File: src/rtl/seg7_scan_ctrl_if.sv
// CPU-side register bus for the seven-segment controller.
// The CPU drives select, strobe, address and data; the controller returns read data.
interface seg7_scan_ctrl_if;
   logic        cs_7seg;
   logic        we;
   logic [31:0] address;
   logic [31:0] wdata;
   logic [31:0] rdata;

   modport master (output cs_7seg, we, address, wdata, input rdata);
   modport slave  (input cs_7seg, we, address, wdata, output rdata);
endinterface

File: src/rtl/seg7_scan_ctrl.sv
// Memory-mapped four-digit common-anode seven-segment scan controller.
// DIGIT0..3 and CTRL live at word addresses 3..7, and reads return data combinationally.
module seg7_scan_ctrl #(
   parameter int unsigned SCAN_DIV = 50000
) (
   input  logic              clk,
   input  logic              rst_n,
   seg7_scan_ctrl_if.slave   bus,
   output logic [3:0]        an_n,
   output logic [6:0]        seg_n,
   output logic              dp_n
);

   localparam int unsigned PRESC_W = (SCAN_DIV > 1) ? $clog2(SCAN_DIV) : 1;
   localparam logic [PRESC_W-1:0] PRESC_MAX = PRESC_W'(SCAN_DIV - 1);

   logic [4:0]         digit [4];
   logic [4:0]         ctrl;
   logic [PRESC_W-1:0] presc;
   logic [1:0]         digit_idx;

   logic               in_range;
   logic [2:0]         offset;
   logic               wr_en;
   logic [31:0]        rdata_c;
   logic [4:0]         cur_c;
   logic [3:0]         dp_mask;
   logic [6:0]         seg_c;
   logic               unused_wdata;

   assign in_range     = (bus.address >= 32'd3) && (bus.address <= 32'd7);
   assign offset       = 3'(bus.address - 32'd3);
   assign wr_en        = bus.cs_7seg && bus.we && in_range;
   assign unused_wdata = ^bus.wdata[31:5];
   assign dp_mask      = ctrl[4:1];
   assign cur_c        = digit[digit_idx];

   // Register file writes
   always_ff @(posedge clk or negedge rst_n) begin
      if (!rst_n) begin
         for (int i = 0; i < 4; i++) digit[i] <= 5'h10;
         ctrl <= 5'h00;
      end else if (wr_en) begin
         if (offset == 3'd4) ctrl <= bus.wdata[4:0];
         else                digit[offset[1:0]] <= bus.wdata[4:0];
      end
   end

   // Side-effect-free combinational read path
   always_comb begin
      rdata_c = 32'd0;
      if (bus.cs_7seg && !bus.we && in_range) begin
         if (offset == 3'd4) rdata_c = {27'd0, ctrl};
         else                rdata_c = {27'd0, digit[offset[1:0]]};
      end
   end
   assign bus.rdata = rdata_c;

   // Free-running dwell prescaler and digit index, parked at 0 while disabled
   always_ff @(posedge clk or negedge rst_n) begin
      if (!rst_n) begin
         presc     <= '0;
         digit_idx <= 2'd0;
      end else if (!ctrl[0]) begin
         presc     <= '0;
         digit_idx <= 2'd0;
      end else if (presc == PRESC_MAX) begin
         presc     <= '0;
         digit_idx <= 2'(digit_idx + 2'd1);
      end else begin
         presc     <= PRESC_W'(presc + 1'b1);
      end
   end

   // Active-low gfedcba hex font
   always_comb begin
      seg_c = 7'h7F;
      case (cur_c[3:0])
         4'h0: seg_c = 7'b1000000;
         4'h1: seg_c = 7'b1111001;
         4'h2: seg_c = 7'b0100100;
         4'h3: seg_c = 7'b0110000;
         4'h4: seg_c = 7'b0011001;
         4'h5: seg_c = 7'b0010010;
         4'h6: seg_c = 7'b0000010;
         4'h7: seg_c = 7'b1111000;
         4'h8: seg_c = 7'b0000000;
         4'h9: seg_c = 7'b0010000;
         4'hA: seg_c = 7'b0001000;
         4'hB: seg_c = 7'b0000011;
         4'hC: seg_c = 7'b1000110;
         4'hD: seg_c = 7'b0100001;
         4'hE: seg_c = 7'b0000110;
         4'hF: seg_c = 7'b0001110;
         default: seg_c = 7'h7F;
      endcase
   end

   // Registered drive stage; a blanked digit leaves its whole slot dark
   always_ff @(posedge clk or negedge rst_n) begin
      if (!rst_n) begin
         an_n  <= 4'hF;
         seg_n <= 7'h7F;
         dp_n  <= 1'b1;
      end else if (!ctrl[0] || cur_c[4]) begin
         an_n  <= 4'hF;
         seg_n <= 7'h7F;
         dp_n  <= 1'b1;
      end else begin
         an_n  <= ~(4'b0001 << digit_idx);
         seg_n <= seg_c;
         dp_n  <= ~dp_mask[digit_idx];
      end
   end

endmodule
File: src/flat_wrapper.sv
// flat-port wrapper written by rule: the top's interface ports become plain ports
module seg7_scan_ctrl_flat 
#(
   parameter int unsigned SCAN_DIV = 50000
)
  (clk, rst_n, an_n, seg_n, dp_n, bus_cs_7seg, bus_we, bus_address, bus_wdata, bus_rdata);
  seg7_scan_ctrl_if bus_i ();
  input  logic clk;
  input  logic rst_n;
  output logic [3:0] an_n;
  output logic [6:0] seg_n;
  output logic dp_n;
  input wire logic [$bits(bus_i.cs_7seg)-1:0] bus_cs_7seg;
  input wire logic [$bits(bus_i.we)-1:0] bus_we;
  input wire logic [$bits(bus_i.address)-1:0] bus_address;
  input wire logic [$bits(bus_i.wdata)-1:0] bus_wdata;
  output wire logic [$bits(bus_i.rdata)-1:0] bus_rdata;
  assign bus_i.cs_7seg = bus_cs_7seg;
  assign bus_i.we = bus_we;
  assign bus_i.address = bus_address;
  assign bus_i.wdata = bus_wdata;
  assign bus_rdata = bus_i.rdata;
  seg7_scan_ctrl #(.SCAN_DIV(SCAN_DIV)) u_core (.clk(clk), .rst_n(rst_n), .bus(bus_i), .an_n(an_n), .seg_n(seg_n), .dp_n(dp_n));
endmodule
File: config.mk
export PLATFORM = sky130hd
export DESIGN_NAME = seg7_scan_ctrl_flat
export DESIGN_NICKNAME = d
export VERILOG_FILES = /design/src/rtl/seg7_scan_ctrl_if.sv /design/src/rtl/seg7_scan_ctrl.sv /design/src/flat_wrapper.sv
export SDC_FILE = /design/constraint.sdc
export NUM_CORES = 1
export LEC_CHECK = 0
export CAP_MARGIN = 20
export CORE_AREA = 4 4 111 113
export DETAILED_ROUTE_END_ITERATION = 6
export DIE_AREA = 0 0 115 117
export HOLD_SLACK_MARGIN = 0.02
export PLACE_DENSITY_LB_ADDON = 0.3
export SLEW_MARGIN = 25
export SYNTH_ARGS = -nofsm -noshare
export SYNTH_HDL_FRONTEND = slang
export SYNTH_SLANG_ARGS = --single-unit
export TNS_END_PERCENT = 50
File: constraint.sdc
create_clock -name clk -period 4.67 [get_ports clk]
set_input_delay 0.934 -clock clk [delete_from_list [all_inputs] [get_ports clk]]
set_output_delay 0.934 -clock clk [all_outputs]
set_load 0.005 [all_outputs]
==> results of run 1 <==
-- cell type report --
class / count / area share
inverter: 10 / 0.00908
clock inverter: 3 / 0.00545
clock buffer: 5 / 0.0303
sequential: 55 / 0.338
tap: 143 / 0.0433
timing repair buffer: 62 / 0.146
multi-input combinational: 203 / 0.428
-- per-layer routing --
metal / global-route usage / wire length, µm / vias to the layer above
met4: 0.0282 / 61 / 0
met5: 0 / 0 / -
met1: 0.136 / 3020 / 1123
met3: 0.0195 / 245 / 4
li1: - / - / 1055
met2: 0.171 / 3420 / 53
-- per-stage QoR --
step | util | area, µm² | hold slack [ns]
after floorplan | - | 3440 | 0.433
after global placement | 0.352 | 3990 | 0.459
after detailed placement | 0.352 | 3990 | 0.466
after CTS | 0.365 | 4130 | 0.479
after global routing | 0.365 | 4130 | 0.495
final | 0.365 | 4130 | 0.470
-- cells in the final DEF (no fill, tap or decap), drive strengths merged, types with 6 or more instances in the layout --
cell type	count
ha	16
nand2	19
nor2	14
mux2i	9
nor4	14
conb	27
mux4	11
clkdlybuf4s50	56
xnor2	10
dfstp	16
buf	6
mux2	26
inv	11
nor3	7
dfrtp	39
-- sequential cells by signal, indices dropped and copies added, names as in the netlist --
register          cells
u_core.an_n           4
u_core.ctrl           5
u_core.digit         20
u_core.digit_idx      2
u_core.presc         16
u_core.dp_n           1
u_core.seg_n          7
-- worst paths after layout --
kind                                                  from                            to  slack [ns]  cells after the start
max in group asynchronous                            rst_n  u_core.digit[19]$_DFFE_PN1P_        3.12                      2
min in group asynchronous                            rst_n     u_core.presc[8]$_DFF_PN0_        0.72                      1
max                                         bus_address[1]                  bus_rdata[0]        0.47                      7
min                              u_core.presc[0]$_DFF_PN0_     u_core.presc[0]$_DFF_PN0_        0.47                      1
min reg2reg                      u_core.presc[0]$_DFF_PN0_     u_core.presc[0]$_DFF_PN0_        0.47                      1
max reg2reg                u_core.digit_idx[0]$_DFFE_PN0P_     u_core.seg_n[3]$_DFF_PN1_        2.27                      4
-- cells by family (layout without fill, tap and decap cells) --
group	after synthesis	in the layout	synth area share
AND/OR/NAND/NOR	85	85	0.183
flip-flops	55	55	0.418
multiplexers	46	46	0.189
buffers and inverters	44	80	0.0813
adder cells (fa/ha/maj)	16	16	0.0599
AO/OA/AOI/OAI	16	16	0.0337
XOR/XNOR	13	13	0.0341
other	1	27	0.00112
-- power by group --
group / switching (mW) / internal, mW / total (mW)
logic: 0.0359 / 0.0380 / 0.0739
clock network: 0.173 / 0.201 / 0.374
registers: 0.000000000390 / 0.477 / 0.477
total: 0.209 / 0.716 / 0.925
-- worst max-delay path, cell delays in order --
cell                              delay, ns
sky130_fd_sc_hd__clkdlybuf4s50_1       0.51
sky130_fd_sc_hd__inv_1                 0.07
sky130_fd_sc_hd__ha_1                  0.47
sky130_fd_sc_hd__mux4_2                0.57
sky130_fd_sc_hd__mux2i_1               0.18
sky130_fd_sc_hd__nor3_1                0.07
sky130_fd_sc_hd__clkdlybuf4s50_1       0.46
==> results.rst, run 1 <==
.. list-table::
   :header-rows: 1

   * - Metric
     - Value
   * - Wire length of the first global-routing pass
     - 10,800 µm
   * - Cell area power density
     - 224 nW/µm²
   * - Initial cell density of the core
     - 0.295
   * - Syn. warnings
     - 0
   * - Row count
     - 39
   * - Insertion delay to the later sink of the worst-skew pair
     - 0.29 ns
   * - Clock tree from TritonCTS
     - done
   * - # Max-Cap Violations
     - 0
   * - Vias in the first global route
     - 2,156
   * - Number of sinks driven by the clock tree
     - 55
   * - Post-placement cell count
     - 473
   * - Final number of hold-violating endpoints
     - 0
   * - Ant. Diodes
     - 0
   * - Filler-free cell count of the finished design
     - 481
   * - Worst setup EP type
     - output port
   * - Die height
     - 117 µm
   * - Reported leakage power
     - 1.73 nW
   * - Number of distinct standard cells referenced by the synthesized netlist
     - 43
   * - Cells taking the most area after synthesis
     - sky130_fd_sc_hd__dfrtp_1 (29%), sky130_fd_sc_hd__dfstp_2 (13%), sky130_fd_sc_hd__mux2_1 (8.4%)
   * - Count leader, synth
     - sky130_fd_sc_hd__dfrtp_1
   * - Number of flops mapped to enable cells by yosys
     - 0
   * - Total area of multi-input combinational cells
     - 1770 µm²
   * - Number of fill cells in the layout
     - 1,113
   * - Post-cts resize count
     - 0
   * - Area growth from synthesis to final layout
     - 23.8%
   * - Transition time of the tightest slew-check pin
     - 0.881 ns
   * - Antenna violations before repair
     - 0
   * - Final TNS setup
     - 0 ns
   * - Final clock skew
     - 0.00943 ns
   * - DIE WIDTH
     - 115 µm
   * - Setup Crit Path Kind
     - in2out
   * - Area of all sequential standard cells
     - 1400 µm²
   * - Wire per inst
     - 14.0 µm
   * - Dominant cell type by area after synthesis
     - sky130_fd_sc_hd__dfrtp_1
   * - Core Footprint
     - 11,300 µm²
   * - Crit start category
     - input port
   * - Final-stage net count
     - 421
   * - Cells after Synth
     - 276
   * - Slack of the critical path
     - 0.472 ns
   * - Final ANT Viol Nets
     - 0
   * - Primary flip-flop cell chosen by synthesis mapping
     - sky130_fd_sc_hd__dfrtp_1
   * - Part of the Yosys area used for sequential elements
     - 0.418
   * - Highest ir drop seen on vdd
     - 0.180 mV
   * - Total Routing Usage GR
     - 0.102
   * - Share of async-settable or async-resettable flops after synthesis
     - 1.00
   * - Wirelength, routed
     - 6750 µm
   * - Final Wtd Congestion
     - 0.755
   * - Post-layout power
     - 0.925 mW
   * - Count of unresolved DRC violations after routing
     - 0
   * - Initial DRC count
     - 106
   * - Final period demand of the worst path
     - 4.20 ns
   * - Number of buffers created by CTS
     - 5
   * - Clock root buffer
     - sky130_fd_sc_hd__clkbuf_16
   * - GRT Residual Overflow
     - 0
   * - Most common library cells after synthesis
     - sky130_fd_sc_hd__dfrtp_1 (39), sky130_fd_sc_hd__buf_4 (27), sky130_fd_sc_hd__mux2_1 (25)
   * - Overall die area
     - 13,500 µm²
   * - Dpl ws
     - 0.400 ns
   * - Critical path fanouts, max
     - 5
   * - IO Count
     - 112
   * - Highest Clock Rate
     - 238 MHz
   * - Fraction of synthesized cell area taken by the top area cell type
     - 0.292
   * - Buffers inserted by post-CTS timing repair
     - 0
   * - Input/output buffers
     - 57
   * - Share of the clock period used by the worst path after layout
     - 0.899
   * - Proportion of layout cells with a drive suffix above 1
     - 0.169
   * - Netlist Area Pre-Place
     - 3340 µm²
   * - Drt via density
     - 4.65
   * - Number of buffers added to fix hold violations after cts
     - 0
   * - Worst slew slack as a fraction of its limit
     - 0.411
   * - Required @ worst endpoint
     - 3.74 ns
   * - HPWL Detailed
     - 5230 µm
   * - Pin count of the biggest net entering global routing
     - 35
   * - Clock slew seen by the registers of the worst setup and hold paths
     - 0.07 ns
   * - Final setup viols
     - 0
   * - CTS H-Tree Depth
     - 2
   * - Status
     - completed
   * - Count of vias placed by the detailed router
     - 2,235
   * - Clock buffer depth
     - 2
   * - Max-slew violation total from the final report
     - 0
   * - Unrepaired setup endpoints after global routing
     - no
   * - Number of search-and-repair iterations in the first detailed-routing pass
     - 4
   * - Syn avg cell area
     - 12.1 µm²
   * - Worst endpoint data arrival time
     - 3.26 ns
   * - Hold/Removal Path Class
     - reg2reg
   * - Register bit total from synthesis
     - 55
(Power assumes the default switching activity.)
==> inputs of run 2 (changes only) <==
Settings changed: CELL_PAD_IN_SITES_DETAIL_PLACEMENT from default to 2, CELL_PAD_IN_SITES_GLOBAL_PLACEMENT from default to 2, CORE_AREA 4 4 111 113 to 8 8 115 117, DIE_AREA 0 0 115 117 to 0 0 123 125.
==> run 2 against run 1 <==
Compared with the run above: worst setup slack got worse by 0.057 ns; clock skew fell by 0.0033 ns; first-iteration DRC count increased by 12%; sequential share of layout area is 0.14 points higher; count of clock-buffer cells in the layout is 2 higher; global-route usage is 1.0 points higher; total power decreased by 0.55%.
==> results.rst, run 2 (synthesis gave the netlist of run 1 again) <==
.. list-table::
   :header-rows: 1

   * - Metric
     - Value
   * - Pin count of the biggest net entering global routing
     - 36 (was 35)
   * - Clock tree from TritonCTS
     - done (unchanged)
   * - Switching power total
     - 0.206 mW (was 0.209 mW)
   * - Area of all sequential standard cells
     - 1400 µm² (unchanged)
   * - Final number of hold-violating endpoints
     - 0 (unchanged)
   * - GRT Residual Overflow
     - 0 (unchanged)
   * - Crit path from
     - bus_address[1] (unchanged)
   * - Crit path top cell by count
     - sky130_fd_sc_hd__clkdlybuf4s50_1 (unchanged)
   * - Wire per inst
     - 17.0 µm (was 14.0 µm)
   * - Met2 wire length
     - 4230 µm (was 3420 µm)
   * - Crit start category
     - input port (unchanged)
   * - Ant. Diodes
     - 0 (unchanged)
   * - Status
     - completed (unchanged)
   * - Required @ worst endpoint
     - 3.74 ns (about the same)
   * - Input/output buffers
     - 57 (unchanged)
   * - Commonest cells after routing, fill and taps aside
     - sky130_fd_sc_hd__clkdlybuf4s50_1 (56), sky130_fd_sc_hd__dfrtp_1 (39), sky130_fd_sc_hd__conb_1 (27), sky130_fd_sc_hd__mux2_1 (25), sky130_fd_sc_hd__nand2_1 (18) (unchanged)
   * - Number of sinks driven by the clock tree
     - 55 (unchanged)
   * - Worst slew slack as a fraction of its limit
     - 0.448 (was 0.411)
   * - Top flop regs
     - u_core.digit (20), u_core.presc (16), u_core.seg_n (7) (unchanged)
   * - Hold_sp
     - u_core.presc[0]$_DFF_PN0_ (unchanged)
   * - Clock root buffer
     - sky130_fd_sc_hd__clkbuf_16 (unchanged)
   * - Share of the clock period used by the worst path after layout
     - 0.911 (was 0.899)
   * - Area growth from synthesis to final layout
     - 23.2% (was 23.8%)
   * - Met1 Routed Length
     - 3480 µm (was 3020 µm)
   * - Total Routing Usage GR
     - 0.112 (was 0.102)
   * - Worst endpoint data arrival time
     - 3.32 ns (was 3.26 ns)
   * - Overall die area
     - 15,400 µm² (was 13,500 µm²)
   * - Register-to-register path setup slack
     - 2.39 ns (was 2.27 ns)
   * - Highest Clock Rate
     - 235 MHz (was 238 MHz)
   * - Number of buffers added to fix hold violations after cts
     - 0 (unchanged)
   * - # Max-Cap Violations
     - 0 (unchanged)
   * - Count of unresolved DRC violations after routing
     - 0 (unchanged)
   * - Hold/Removal Path Class
     - reg2reg (unchanged)
   * - Final-stage net count
     - 419 (was 421)
   * - Clock buffer depth
     - 2 (unchanged)
   * - Final ANT Viol Nets
     - 0 (unchanged)
   * - Cell area power density
     - 224 nW/µm² (about the same)
   * - IO Count
     - 112 (unchanged)
   * - Largest stage delay on the critical path
     - 0.56 ns (was 0.57 ns)
   * - Filler-free cell count of the finished design
     - 483 (was 481)
   * - Largest register FFs
     - 20 (unchanged)
   * - Number of search-and-repair iterations in the first detailed-routing pass
     - 4 (unchanged)
   * - Post-layout power
     - 0.920 mW (was 0.925 mW)
   * - Max-slew violation total from the final report
     - 0 (unchanged)
   * - CTS H-Tree Depth
     - 2 (unchanged)
   * - Detail Route met3 WL
     - 373 µm (was 245 µm)
   * - Final setup viols
     - 0 (unchanged)
   * - Transition time of the tightest slew-check pin
     - 0.828 ns (was 0.881 ns)
   * - Terminating pin of the worst hold path
     - u_core.presc[0]$_DFF_PN0_ (unchanged)
   * - Hold-critical path depth
     - 1 (unchanged)
   * - Post-placement cell count
     - 475 (was 473)
   * - Clock network power share
     - 0.400 (was 0.405)
   * - Initial cell density of the core
     - 0.288 (was 0.295)
   * - Final TNS setup
     - 0 ns (unchanged)
   * - Count of vias placed by the detailed router
     - 2,280 (was 2,235)
   * - Final period demand of the worst path
     - 4.25 ns (was 4.20 ns)
   * - Crit Reg-Reg Endpoint
     - u_core.seg_n[3]$_DFF_PN1_ (unchanged)
   * - Setup Crit Path Kind
     - in2out (unchanged)
   * - Wire length of the first global-routing pass
     - 13,600 µm (was 10,800 µm)
   * - Sequential cell fraction of total power
     - 0.518 (was 0.515)
   * - Worst setup EP type
     - output port (unchanged)
   * - Switch share
     - 0.224 (was 0.226)
   * - Buffers inserted by post-CTS timing repair
     - 0 (unchanged)
   * - Final Wtd Congestion
     - 0.730 (was 0.755)
   * - Topmost layer with routed signal wires
     - met4 (unchanged)
   * - Row count
     - 40 (was 39)
   * - Clock slew seen by the registers of the worst setup and hold paths
     - 0.07 ns (about the same)
   * - Proportion of layout cells with a drive suffix above 1
     - 0.161 (was 0.169)
   * - Part of the total power dissipated in combinational logic
     - 0.082 (was 0.080)
   * - Initial DRC count
     - 119 (was 106)
   * - Insertion delay to the later sink of the worst-skew pair
     - 0.30 ns (was 0.29 ns)
   * - HPWL Detailed
     - 6350 µm (was 5230 µm)
   * - Cell-internal power
     - 0.714 mW (was 0.716 mW)
   * - Post-cts resize count
     - 0 (unchanged)
   * - Drt via density
     - 4.72 (was 4.65)
   * - Antenna violations before repair
     - 0 (unchanged)
   * - Critical path fanouts, max
     - 5 (unchanged)
   * - Unrepaired setup endpoints after global routing
     - no (unchanged)
   * - Number of fill cells in the layout
     - 1,227 (was 1,113)
   * - Highest ir drop seen on vdd
     - 0.127 mV (was 0.180 mV)
   * - CP max stage cell
     - sky130_fd_sc_hd__mux4_2 (unchanged)
   * - Vias in the first global route
     - 2,679 (was 2,156)
   * - Most common cell after layout, fill and taps aside
     - sky130_fd_sc_hd__clkdlybuf4s50_1 (unchanged)
   * - Worst R2R Path Depth
     - 6 (was 4)
   * - Final clock skew
     - 0.00611 ns (was 0.00943 ns)
   * - DIE WIDTH
     - 123 µm (was 115 µm)
   * - Total area of multi-input combinational cells
     - 1770 µm² (about the same)
   * - Core Footprint
     - 11,600 µm² (was 11,300 µm²)
   * - Wirelength, routed
     - 8200 µm (was 6750 µm)
   * - Ordered cell list for the critical path
     - clkdlybuf4s50_1, inv_1, ha_1, mux4_2, mux2i_1, nor3_1, clkdlybuf4s50_1 (unchanged)
   * - Die height
     - 125 µm (was 117 µm)
   * - Reported leakage power
     - 1.71 nW (was 1.73 nW)
   * - Number of buffers created by CTS
     - 5 (unchanged)
   * - Register with the highest flop count
     - u_core.digit (unchanged)
   * - FF-to-FF Start
     - u_core.digit_idx[0]$_DFFE_PN0P_ (unchanged)
run 2: cell types whose count changed in the layout (fill, tap and decap cells not counted), sizes merged:
| cell | change |
|---|---|
| buf | -2 |
| clkbuf | +2 |
| clkinv | -1 |
| inv | -1 |
run 2: final cells by class:
type | instances | area share
clock buffers | 7 | 0.0322
repair buffers | 60 | 0.143
flip-flops and latches | 55 | 0.339
well taps | 147 | 0.0447
multi-input cells | 203 | 0.431
clock inverters | 1 | 0.00122
inverters | 10 | 0.00912
run 2: how the worst max path moves through the flow:
stage	endpoint	slack [ns]	depth (start not counted)
after global placement	bus_rdata[0]	0.36	7
after global routing	bus_rdata[3]	0.27	6
after floorplan	bus_rdata[0]	1.52	6
after CTS	bus_rdata[0]	0.35	7
after detailed placement	bus_rdata[0]	0.37	7
final	bus_rdata[0]	0.42	7
run 2: per-stage QoR:
step,cell area [µm²],hold slack [ns],util,worst slack [ns]
finish,4120,0.464,0.354,0.415
global route,4120,0.492,0.354,0.273
CTS,4110,0.465,0.354,0.352
detailed placement,3980,0.453,0.342,0.366
global placement,3980,0.452,0.342,0.364
floorplan,3440,0.433,-,1.52
run 2: routing by layer:
metal / vias to the layer above / track usage
li1: 1052 / -
met1: 1169 / 0.131
met2: 52 / 0.196
met3: 7 / 0.0275
met4: 0 / 0.0383
met5: - / 0
run 2: worst max-delay path, delay by kind of cell:
kind | cells | cell delay (ns)
buf+inv | 3 | 1.05
simple gates | 1 | 0.07
mux | 2 | 0.76
fa+ha+maj | 1 | 0.50
run 2: power by group through the flow:
stage | Combinational [mW] | Sequential (mW) | Clock [mW]
floorplan | 0.0356 | 0.486 | 0
global placement | 0.0752 | 0.485 | 0
detailed placement | 0.0765 | 0.485 | 0
CTS | 0.0766 | 0.477 | 0.388
global route | 0.0832 | 0.477 | 0.404
finish | 0.0755 | 0.477 | 0.368
==> inputs of run 3 (changes only) <==
Settings changed: CAP_MARGIN 20 to default.
==> results of run 3 <==
Same layout as run 2: the final DEF is identical, and so are final timing and power.
